--- config.mk ---
export PLATFORM = sky130hd
export DESIGN_NAME = axil2apb_bridge
export DESIGN_NICKNAME = d
export VERILOG_FILES = /design/src/rtl/axil2apb_bridge.sv
export SDC_FILE = /design/constraint.sdc
export NUM_CORES = 1
export LEC_CHECK = 0
export ABC_AREA = 1
export BUFFER_PORTS_ARGS = -buffer_cell sky130_fd_sc_hd__clkbuf_2
export CORE_ASPECT_RATIO = 1.2
export CORE_MARGIN = 2
export CORE_UTILIZATION = 35
export CTS_BUF_LIST = sky130_fd_sc_hd__clkbuf_16
export DETAILED_ROUTE_END_ITERATION = 8
export GPL_TIMING_DRIVEN = 0
export HOLD_SLACK_MARGIN = 0.15
export MAX_ROUTING_LAYER = met4
export PLACE_DENSITY = 0.69
export SLEW_MARGIN = 0
export SYNTH_ARGS = -nofsm -noshare
export SYNTH_HDL_FRONTEND = slang
export SYNTH_SLANG_ARGS = --single-unit
--- constraint.sdc ---
create_clock -name pclk -period 1.9 [get_ports pclk]
set_input_delay 0.38 -clock pclk [delete_from_list [all_inputs] [get_ports pclk]]
set_output_delay 0.38 -clock pclk [all_outputs]
set_load 0.05 [all_outputs]
--- src/rtl/axil2apb_bridge.sv ---
// AXI4-Lite slave to APB master bridge with a single APB transfer in flight.
// Read/write contention is resolved by alternating priority.
module axil2apb_bridge #(
  parameter int ADDR_W  = 32,
  parameter int DATA_W  = 32,
  parameter int TIMEOUT = 0
) (
  input  logic                pclk,
  input  logic                preset,
  input  logic                s_awvalid,
  output logic                s_awready,
  input  logic [ADDR_W-1:0]   s_awaddr,
  input  logic                s_wvalid,
  output logic                s_wready,
  input  logic [DATA_W-1:0]   s_wdata,
  input  logic [DATA_W/8-1:0] s_wstrb,
  output logic                s_bvalid,
  input  logic                s_bready,
  output logic [1:0]          s_bresp,
  input  logic                s_arvalid,
  output logic                s_arready,
  input  logic [ADDR_W-1:0]   s_araddr,
  output logic                s_rvalid,
  input  logic                s_rready,
  output logic [DATA_W-1:0]   s_rdata,
  output logic [1:0]          s_rresp,
  output logic                m_pclk,
  output logic                m_preset,
  output logic [ADDR_W-1:0]   m_paddr,
  output logic                m_psel,
  output logic                m_penable,
  output logic                m_pwrite,
  output logic [DATA_W-1:0]   m_pwdata,
  output logic [DATA_W/8-1:0] m_pwstrb,
  input  logic                m_pready,
  input  logic                m_pslverr,
  input  logic [DATA_W-1:0]   m_prdata
);
  localparam int STRB_W = DATA_W / 8;
  localparam int CNT_W  = (TIMEOUT > 1) ? $clog2(TIMEOUT) : 1;
  localparam logic [CNT_W-1:0] CNT_LAST = CNT_W'((TIMEOUT > 0) ? TIMEOUT - 1 : 0);

  typedef enum logic [1:0] {IDLE, SETUP, ACCESS, RESP} state_t;

  state_t              state_q, state_d;
  logic                last_wr_q, last_wr_d;
  logic [ADDR_W-1:0]   paddr_q, paddr_d;
  logic                psel_q, psel_d;
  logic                penable_q, penable_d;
  logic                pwrite_q, pwrite_d;
  logic [DATA_W-1:0]   pwdata_q, pwdata_d;
  logic [STRB_W-1:0]   pwstrb_q, pwstrb_d;
  logic                bvalid_q, bvalid_d;
  logic                rvalid_q, rvalid_d;
  logic [1:0]          resp_q, resp_d;
  logic [DATA_W-1:0]   rdata_q, rdata_d;
  logic [CNT_W-1:0]    cnt_q, cnt_d;

  logic wr_req, rd_req, grant_wr, grant_rd, idle_ok, finish;

  assign wr_req   = s_awvalid & s_wvalid;
  assign rd_req   = s_arvalid;
  // last_wr=1 hands the tie to the read side, so winners alternate under contention.
  assign grant_wr = wr_req & (~rd_req | ~last_wr_q);
  assign grant_rd = rd_req & (~wr_req | last_wr_q);
  assign idle_ok  = (state_q == IDLE) & ~preset;

  assign s_awready = idle_ok & grant_wr;
  assign s_wready  = idle_ok & grant_wr;
  assign s_arready = idle_ok & grant_rd;

  always_comb begin
    state_d   = state_q;
    last_wr_d = last_wr_q;
    paddr_d   = paddr_q;
    psel_d    = psel_q;
    penable_d = penable_q;
    pwrite_d  = pwrite_q;
    pwdata_d  = pwdata_q;
    pwstrb_d  = pwstrb_q;
    bvalid_d  = bvalid_q;
    rvalid_d  = rvalid_q;
    resp_d    = resp_q;
    rdata_d   = rdata_q;
    cnt_d     = cnt_q;
    finish    = 1'b0;
    case (state_q)
      IDLE: begin
        if (grant_wr | grant_rd) begin
          state_d   = SETUP;
          psel_d    = 1'b1;
          penable_d = 1'b0;
          paddr_d   = grant_wr ? s_awaddr : s_araddr;
          pwrite_d  = grant_wr;
          pwdata_d  = grant_wr ? s_wdata : '0;
          pwstrb_d  = grant_wr ? s_wstrb : '0;
          last_wr_d = grant_wr;
        end
      end
      SETUP: begin
        state_d   = ACCESS;
        penable_d = 1'b1;
        cnt_d     = '0;
      end
      ACCESS: begin
        if (m_pready) begin
          finish = 1'b1;
          resp_d = m_pslverr ? 2'b10 : 2'b00;
          if (!pwrite_q) rdata_d = m_prdata;
        end else if ((TIMEOUT != 0) && (cnt_q == CNT_LAST)) begin
          finish  = 1'b1;
          resp_d  = 2'b10;
          rdata_d = '0;
        end else begin
          cnt_d = cnt_q + CNT_W'(1);
        end
        if (finish) begin
          state_d   = RESP;
          psel_d    = 1'b0;
          penable_d = 1'b0;
          bvalid_d  = pwrite_q;
          rvalid_d  = ~pwrite_q;
        end
      end
      RESP: begin
        if ((bvalid_q & s_bready) | (rvalid_q & s_rready)) begin
          state_d  = IDLE;
          bvalid_d = 1'b0;
          rvalid_d = 1'b0;
          resp_d   = 2'b00;
          rdata_d  = '0;
        end
      end
      default: state_d = IDLE;
    endcase
  end

  always_ff @(posedge pclk) begin
    if (preset) begin
      state_q   <= IDLE;
      last_wr_q <= 1'b1;
      paddr_q   <= '0;
      psel_q    <= 1'b0;
      penable_q <= 1'b0;
      pwrite_q  <= 1'b0;
      pwdata_q  <= '0;
      pwstrb_q  <= '0;
      bvalid_q  <= 1'b0;
      rvalid_q  <= 1'b0;
      resp_q    <= 2'b00;
      rdata_q   <= '0;
      cnt_q     <= '0;
    end else begin
      state_q   <= state_d;
      last_wr_q <= last_wr_d;
      paddr_q   <= paddr_d;
      psel_q    <= psel_d;
      penable_q <= penable_d;
      pwrite_q  <= pwrite_d;
      pwdata_q  <= pwdata_d;
      pwstrb_q  <= pwstrb_d;
      bvalid_q  <= bvalid_d;
      rvalid_q  <= rvalid_d;
      resp_q    <= resp_d;
      rdata_q   <= rdata_d;
      cnt_q     <= cnt_d;
    end
  end

  assign m_pclk    = pclk;
  assign m_preset  = preset;
  assign m_paddr   = paddr_q;
  assign m_psel    = psel_q;
  assign m_penable = penable_q;
  assign m_pwrite  = pwrite_q;
  assign m_pwdata  = pwdata_q;
  assign m_pwstrb  = pwstrb_q;
  assign s_bvalid  = bvalid_q;
  assign s_rvalid  = rvalid_q;
  assign s_bresp   = bvalid_q ? resp_q : 2'b00;
  assign s_rresp   = rvalid_q ? resp_q : 2'b00;
  assign s_rdata   = rdata_q;
endmodule

# --- Word-level counts from Yosys, hierarchy flattened ---
# Cells that the tools add are included.
# Widths: inputs -> output; s select.
totals:
  register_bits: 110
  out_inout_bits: 114
classes:
  reduce_logical: 11
  bitwise: 17
  eq_ne: 8
  muxes: 28
op_table:
  columns: ["cell", "count"]
  rows:
  - ["$mux 32", 5]
  - ["$pmux 32 s2", 1]
  - ["$reduce_and 3->1", 5]
  - ["$mux 2", 7]
  - ["$and 1x1->1", 8]
  - ["$mux 1", 8]
  - ["$ne 2x2->1 const B", 4]
  - ["$pmux 2 s4", 1]
  - ["$pmux 1 s2", 3]
  - ["$not 1->1", 5]
  - ["$eq 2x2->1 const B", 2]
  - ["$mux 4", 1]
  - ["$or 1x1->1", 4]
  - ["$pmux 2 s2", 1]
  - ["$reduce_and 4->1", 1]
  - ["$reduce_bool 2->1", 2]
  - ["$pmux 1 s3", 1]
  - ["$reduce_bool 3->1", 1]
  - ["$eq 2x1->1 const B", 1]
  - ["$logic_not 2->1", 1]
  - ["$ne 2x1->1 const B", 1]
  - ["$reduce_and 2->1", 1]

# --- Longest topological paths before layout ---
# Gate-level depths: netlist of run 1.
logic_depth:
  word_depth: 7
  ltp_mapped: 11

==> results.sh, run 1 <==
export IMPL_power_switching_mw=5.19
export IMPL_wl_per_cell_microns=12.6
export IMPL_crit_required_ns=1.52
export IMPL_seq_area_frac_synth=0.419
export IMPL_status="completed"
export IMPL_path_max_fanout=2
export IMPL_syn_instance_count=799
export IMPL_r2r_setup_slack_ns=0.17
export IMPL_avgSynthCellArea_sq_um=6.52
export IMPL_crit_family="buffers and inverters"
export IMPL_seq_area_sq_um=2190
export IMPL_synthTopCellsByArea="dfxtp_1, nand2_1, nor2_1, inv_1, nand3_1"
export IMPL_switching_share=0.474
export IMPL_worstSkewPairLatency_ns=0.46
export IMPL_core_sq_um=14500
export IMPL_grt_max_degree=20
export IMPL_hp_start="s_wdata[23]"
export IMPL_die_height_microns=138
export IMPL_fill_cells=1500
export IMPL_place_worst_setup_slack_ns=-0.320
export IMPL_min_path_cells=3
export IMPL_ys_async_sr_fraction=0
export IMPL_met1_length_mm=6.66
export IMPL_critPathSlowestCell="clkbuf_8"
export IMPL_yosys_most_used_dff="dfxtp_1"
export IMPL_cts_tree="done"
export IMPL_pwr_share_clk=0.223
export IMPL_placementRows=48
export IMPL_hpwl_mm=12.4
export IMPL_r2r_end="s_rdata[30]"
export IMPL_netlist_area_leader_share=0.419
export IMPL_route_met3_wl_mm=1.18
export IMPL_ys_types=25
export IMPL_crit_path_end_kind="output pin"
export IMPL_max_freq_ghz=0.535
export IMPL_rr_worst_depth=9
export IMPL_post_route_period_util=0.984
export IMPL_skew_ns=0.00502
export IMPL_fin_ws_ns=0.0297
export IMPL_grt_ovfl_total=0
export IMPL_nets=1225
export IMPL_yosysWarnings=0
export IMPL_track_usage=0.208
export IMPL_power_frac_seq=0.286
export IMPL_place_gp_congestion=0.846
export IMPL_path_buf_inv=4
export IMPL_power_density_nw_per_um2=1490
export IMPL_slew_headroom=0.570
export IMPL_cp_slowest_stage_delay_ns=0.17
export IMPL_maxCapViolations=0
export IMPL_tightest_slew_ns=0.645
export IMPL_yosys_top_cells_count="nand2_1, nor2_1, dfxtp_1"
export IMPL_highest_layer="met4"
export IMPL_io_pins=255
export IMPL_wl_mm=16.2
export IMPL_final_hold_viol_count=0
export IMPL_final_util=0.506
export IMPL_start_kind="clock port"
export IMPL_diodes=0
export IMPL_crit_chain="clkbuf_16 -> clkbuf_16 -> buf_4 -> clkbuf_8"
export IMPL_multi_input_area_sq_um=2290
export IMPL_ys_ff_latch=109
export IMPL_startpoint="pclk"
export IMPL_regToRegStartpoint="state_q[0]"
export IMPL_finalCriticalPeriod_ns=1.87
export IMPL_synth_most_common_cell="nand2_1"
export IMPL_intPower_mw=5.75
export IMPL_yosys_area_top_type="dfxtp_1"
export IMPL_grt_pass1_vias=5338
export IMPL_first_pass_iters=4
export IMPL_die_x_microns=115
export IMPL_combPwrFrac=0.491
export IMPL_rsz0062_at_grt="true"
export IMPL_hold_path_class="input port to register"
export IMPL_final_max_slew_violation_count=0
export IMPL_synth_area_sq_um=5210
export IMPL_area_growth_pct=40.6
export IMPL_post_route_drc_count=0
export IMPL_path_class="clock port to output pin"
export IMPL_drtAntennaViolNets=0
export IMPL_cp_arrival_ns=1.49
export IMPL_port_buffers=251
export IMPL_hold_end="m_pwdata[23]"
export IMPL_dieArea_sq_um=15900
export IMPL_start_util=0.360
export IMPL_antenna_found_initial=0
export IMPL_grt_pass1_wl_mm=25.0
export IMPL_vdd_drop_max_uv=708
export IMPL_vias=5693
export IMPL_via_per_inst=4.43
export IMPL_met2_length_mm=8.15
export IMPL_drtIter0Drc=285
export IMPL_synth_edf_count=0
export IMPL_cts_clk_slew_worst_paths_ns=0.08
export IMPL_cpMostUsedCell="clkbuf_16"
export IMPL_p_leak_nw=3.90
export IMPL_finalSetupViolations=0
export IMPL_drive_gt1_frac=0.312
export IMPL_fin_hold_ws_ns=0.164
final cells by class:
cell class | count | area share
plain buffers | 57 | 0.0473
multi-input cells | 522 | 0.313
clock inverters | 7 | 0.0111
clock buffers | 13 | 0.0429
repair buffers | 266 | 0.196
flip-flops and latches | 109 | 0.299
well taps | 200 | 0.0342
inverters | 110 | 0.0570
per-stage QoR:
step | TNS (ns) | instances | instance area [sq um] | power, mW
finish | 0 | 1284 | 7330 | 10.9
floorplan | 0 | 800 | 5220 | 7.28
detailed placement | -0.553 | 1251 | 6730 | 8.57
global placement | -0.541 | 1251 | 6730 | 8.54
CTS | -0.0583 | 1284 | 7320 | 11.0
global route | -0.0181 | 1284 | 7330 | 11.7
state kept, by name, indices dropped and copies added, names as in the netlist:
register   cells
m_pwrite       1
s_rdata       32
m_penable      1
s_bvalid       1
resp_q         1
m_pwdata      32
m_pwstrb       4
m_paddr       32
state_q        2
m_psel         1
s_rvalid       1
last_wr_q      1
placed cells by master, fill, tap and decap left out, types with 2 or more instances in the layout:
cell type / instances
clkbuf_2: 248
nor2_1: 147
nand2_2: 2
dfxtp_1: 106
inv_1: 104
dfxtp_2: 2
nand3_1: 40
a21oi_1: 39
conb_1: 2
clkbuf_8: 2
clkinv_4: 2
inv_2: 3
buf_2: 27
ha_1: 4
clkbuf_1: 10
nand4_1: 30
o21ai_0: 34
inv_4: 2
buf_6: 7
nand2_1: 215
buf_4: 16
inv_6: 3
clkbuf_16: 13
dlygate4sd3_1: 12
cell families (layout without fill, tap and decap cells):
kind of cell	count (synthesis)	count (layout)	share of synthesized area
AO/OA/AOI/OAI	77	77	0.0761
adder cells (fa/ha/maj)	5	5	0.0120
other	1	2	0.000720
flip-flops	109	109	0.419
buffers and inverters	169	453	0.147
AND/OR/NAND/NOR	438	438	0.345
power groups by stage:
| stage | Sequential (mW) | Clock (mW) | Combinational (mW) |
|---|---|---|---|
| floorplan | 4.86 | 0.113 | 2.31 |
| global placement | 3.15 | 0.129 | 5.25 |
| detailed placement | 3.16 | 0.129 | 5.28 |
| CTS | 3.12 | 2.51 | 5.40 |
| global route | 3.20 | 2.60 | 5.90 |
| finish | 3.13 | 2.44 | 5.37 |
metal layers:
layer / vias to the layer above / global-route usage
li1: 2996 / -
met1: 2473 / 0.226
met2: 200 / 0.370
met3: 24 / 0.0576
met4: 0 / 0.0616
met5: - / -
worst max path at each step:
stage / endpoint / slack [ns] / depth (start not counted)
final: m_pclk / 0.03 / 4
after global routing: s_wready / -0.02 / 5
after CTS: s_wready / -0.04 / 5
after detailed placement: s_wready / -0.32 / 8
after global placement: s_wready / -0.31 / 8
after floorplan: s_wready / 0.01 / 6
what timing repair did:
item                       4_1_cts  5_1_grt
resized for setup               19        3
buffers inserted                 3        1
hold buffers                    12        0
setup endpoints to repair        4        2
pin swaps                        3        2
hold endpoints to repair        12        0
worst min-delay path, cell delays in order:
cell and delay, ns:
clkbuf_2 0.08, nand3_1 0.07, a21oi_1 0.05
(Power assumes the default switching activity.)
==> inputs of run 2 (changes only) <==
Settings changed: ABC_AREA 1 to unset.
Clock period 1.9 ns to 2.3 ns, I/O delays scaled along.
==> results.sh, run 2 <==
export IMPL_fin_hold_ws_ns=0.220
export IMPL_cts_hold_buf=0
export IMPL_grt_pass1_wl_mm=25.2
export IMPL_crit_chain="inv_2 -> ha_1 -> buf_6 -> nand2b_4 -> nor3_4 -> buf_4 -> clkbuf_8"
export IMPL_area_growth_pct=37.6
export IMPL_path_buf_inv=4
export IMPL_power_switching_mw=3.83
export IMPL_place_gp_congestion=0.823
export IMPL_rsz0062_at_grt="false"
export IMPL_start_kind="register"
export IMPL_antenna_found_initial=1
export IMPL_cp_slowest_stage_delay_ns=0.36
export IMPL_seq_area_frac_synth=0.431
export IMPL_ys_types=36
export IMPL_combPwrFrac=0.466
export IMPL_power_frac_seq=0.298
export IMPL_finalSetupViolations=0
export IMPL_post_route_period_util=0.961
export IMPL_placementRows=48
export IMPL_ys_ff_latch=109
export IMPL_total_power_mw=8.34
export IMPL_start_util=0.354
export IMPL_p_leak_nw=3.22
export IMPL_finalCriticalPeriod_ns=2.21
export IMPL_track_usage=0.212
export IMPL_first_pass_iters=5
export IMPL_power_density_nw_per_um2=1200
export IMPL_via_per_inst=5.23
export IMPL_wl_per_cell_microns=16.1
export IMPL_drtAntennaViolNets=0
export IMPL_syn_instance_count=576
export IMPL_netlist_area_leader_share=0.431
export IMPL_final_cell_mix="clkbuf_2, dfxtp_1, a21oi_1"
export IMPL_yosys_most_used_dff="dfxtp_1"
export IMPL_vias=5354
export IMPL_synthTopCellsByArea="dfxtp_1, mux2i_1, a21oi_1, o21ai_0, a311oi_1"
export IMPL_path_class="register to output pin"
export IMPL_drive_gt1_frac=0.397
export IMPL_maxCapViolations=0
export IMPL_tightest_slew_ns=0.623
export IMPL_skew_ns=0.00671
export IMPL_post_route_drc_count=0
export IMPL_max_freq_ghz=0.452
export IMPL_pwr_share_clk=0.235
export IMPL_yosys_top_cells_count="dfxtp_1, a21oi_1, o21ai_0"
export IMPL_avgSynthCellArea_sq_um=8.79
export IMPL_die_height_microns=136
export IMPL_cp_arrival_ns=1.75
export IMPL_synth_area_sq_um=5060
export IMPL_status="completed"
export IMPL_grt_pass1_vias=5067
export IMPL_hold_path_class="input port to register"
export IMPL_final_util=0.488
export IMPL_intPower_mw=4.51
export IMPL_drtIter0Drc=231
export IMPL_layout_commonest_cell="clkbuf_2"
export IMPL_slew_headroom=0.585
export IMPL_io_pins=255
export IMPL_core_sq_um=14300
export IMPL_yosys_area_top_type="dfxtp_1"
export IMPL_path_max_fanout=4
export IMPL_stdcell_area_sq_um=6970
export IMPL_nets=988
export IMPL_place_area_sq_um=6550
export IMPL_worstSkewPairLatency_ns=0.46
export IMPL_grt_ovfl_total=0
export IMPL_port_buffers=251
export IMPL_grt_max_degree=19
export IMPL_critPathSlowestCell="dfxtp_1"
export IMPL_crit_required_ns=1.84
export IMPL_cts_clk_slew_worst_paths_ns=0.07
export IMPL_cts_tree="done"
export IMPL_synth_edf_count=0
export IMPL_vdd_drop_max_uv=492
export IMPL_synth_most_common_cell="dfxtp_1"
export IMPL_hpwl_mm=12.4
export IMPL_final_hold_viol_count=0
export IMPL_crit_path_end_kind="output pin"
export IMPL_yosysWarnings=0
export IMPL_ys_async_sr_fraction=0
export IMPL_dieArea_sq_um=15500
export IMPL_final_max_slew_violation_count=0
export IMPL_wl_mm=16.5
export IMPL_switching_share=0.459
export IMPL_crit_family="buffers and inverters"
export IMPL_die_x_microns=114
[run 2: cell types whose count changed after synthesis, moves of 25 or more]
cell      delta
mux2i_1     +39
nor2_1     -143
o21ai_0     +36
clkbuf_1    +26
a311oi_1    +32
or2b_2      +25
inv_1      -102
nand2_1    -178
a21oi_1     +35
[run 2: layout make-up]
class,count,area [sq um]
Multi-Input combinational cell,392,2490
Clock buffer,13,305
Fill cell,1415,7320
Clock inverter,7,75.1
Buffer,70,412
Timing Repair Buffer,251,1270
Antenna cell,1,2.50
Tap cell,175,219
Inverter,5,18.8
Sequential cell,109,2180
[run 2: final timing paths]
| kind | slack [ns] | cells after the start | endpoint | startpoint |
|---|---|---|---|---|
| max | 0.09 | 7 | s_wready | state_q[1] |
| min | 0.22 | 3 | s_rdata[7] | m_prdata[7] |
| max reg2reg | 0.22 | 9 | m_paddr[18] | state_q[1] |
| min reg2reg | 0.48 | 2 | s_rdata[0] | s_rdata[0] |
[run 2: power by group through the flow]
stage	Clock, mW	Combinational (mW)	Sequential, mW
floorplan	0.0937	1.64	3.72
global placement	0.107	3.82	2.52
detailed placement	0.107	3.82	2.52
CTS	2.01	3.89	2.48
global route	2.08	4.15	2.53
finish	1.96	3.89	2.49
[run 2: cell families after synthesis]
logic type      after synthesis  share of synthesized area
fa+ha+maj                     5                     0.0124
compound gates              186                      0.213
buf+inv                      76                     0.0837
simple gates                160                      0.182
other cells                   1                   0.000740
mux                          39                     0.0771
flops                       109                      0.431
[run 2: metrics by stage]
step	worst slack (ns)	cells	setup TNS, ns
after detailed placement	0.119	1003	0
after global routing	0.0231	1023	0
after floorplan	-0.000187	577	-0.000187
after global placement	0.119	1003	0
after CTS	0.0253	1023	0
final	0.0898	1023	0
[run 2: tightest hold or removal path: cells and delay by family]
family                 cells  cell delay [ns]
buffers and inverters      1             0.08
muxes                      1             0.05
and+or+nand+nor            1             0.04
[run 2: what timing repair did]
item	in CTS	in global routing
pin swaps	1	0
setup buffers	1	0
gates resized for setup	9	5
endpoints found under the setup margin	3	2
[run 2: per-layer routing]
metal | track usage | routed length (microns) | part of all wire | vias up
met5 | - | 0 | 0 | -
met4 | 0.0657 | 193 | 0.012 | 0
met3 | 0.0425 | 1230 | 0.074 | 15
met2 | 0.356 | 7970 | 0.48 | 236
met1 | 0.256 | 7100 | 0.43 | 2482
li1 | - | - | - | 2621
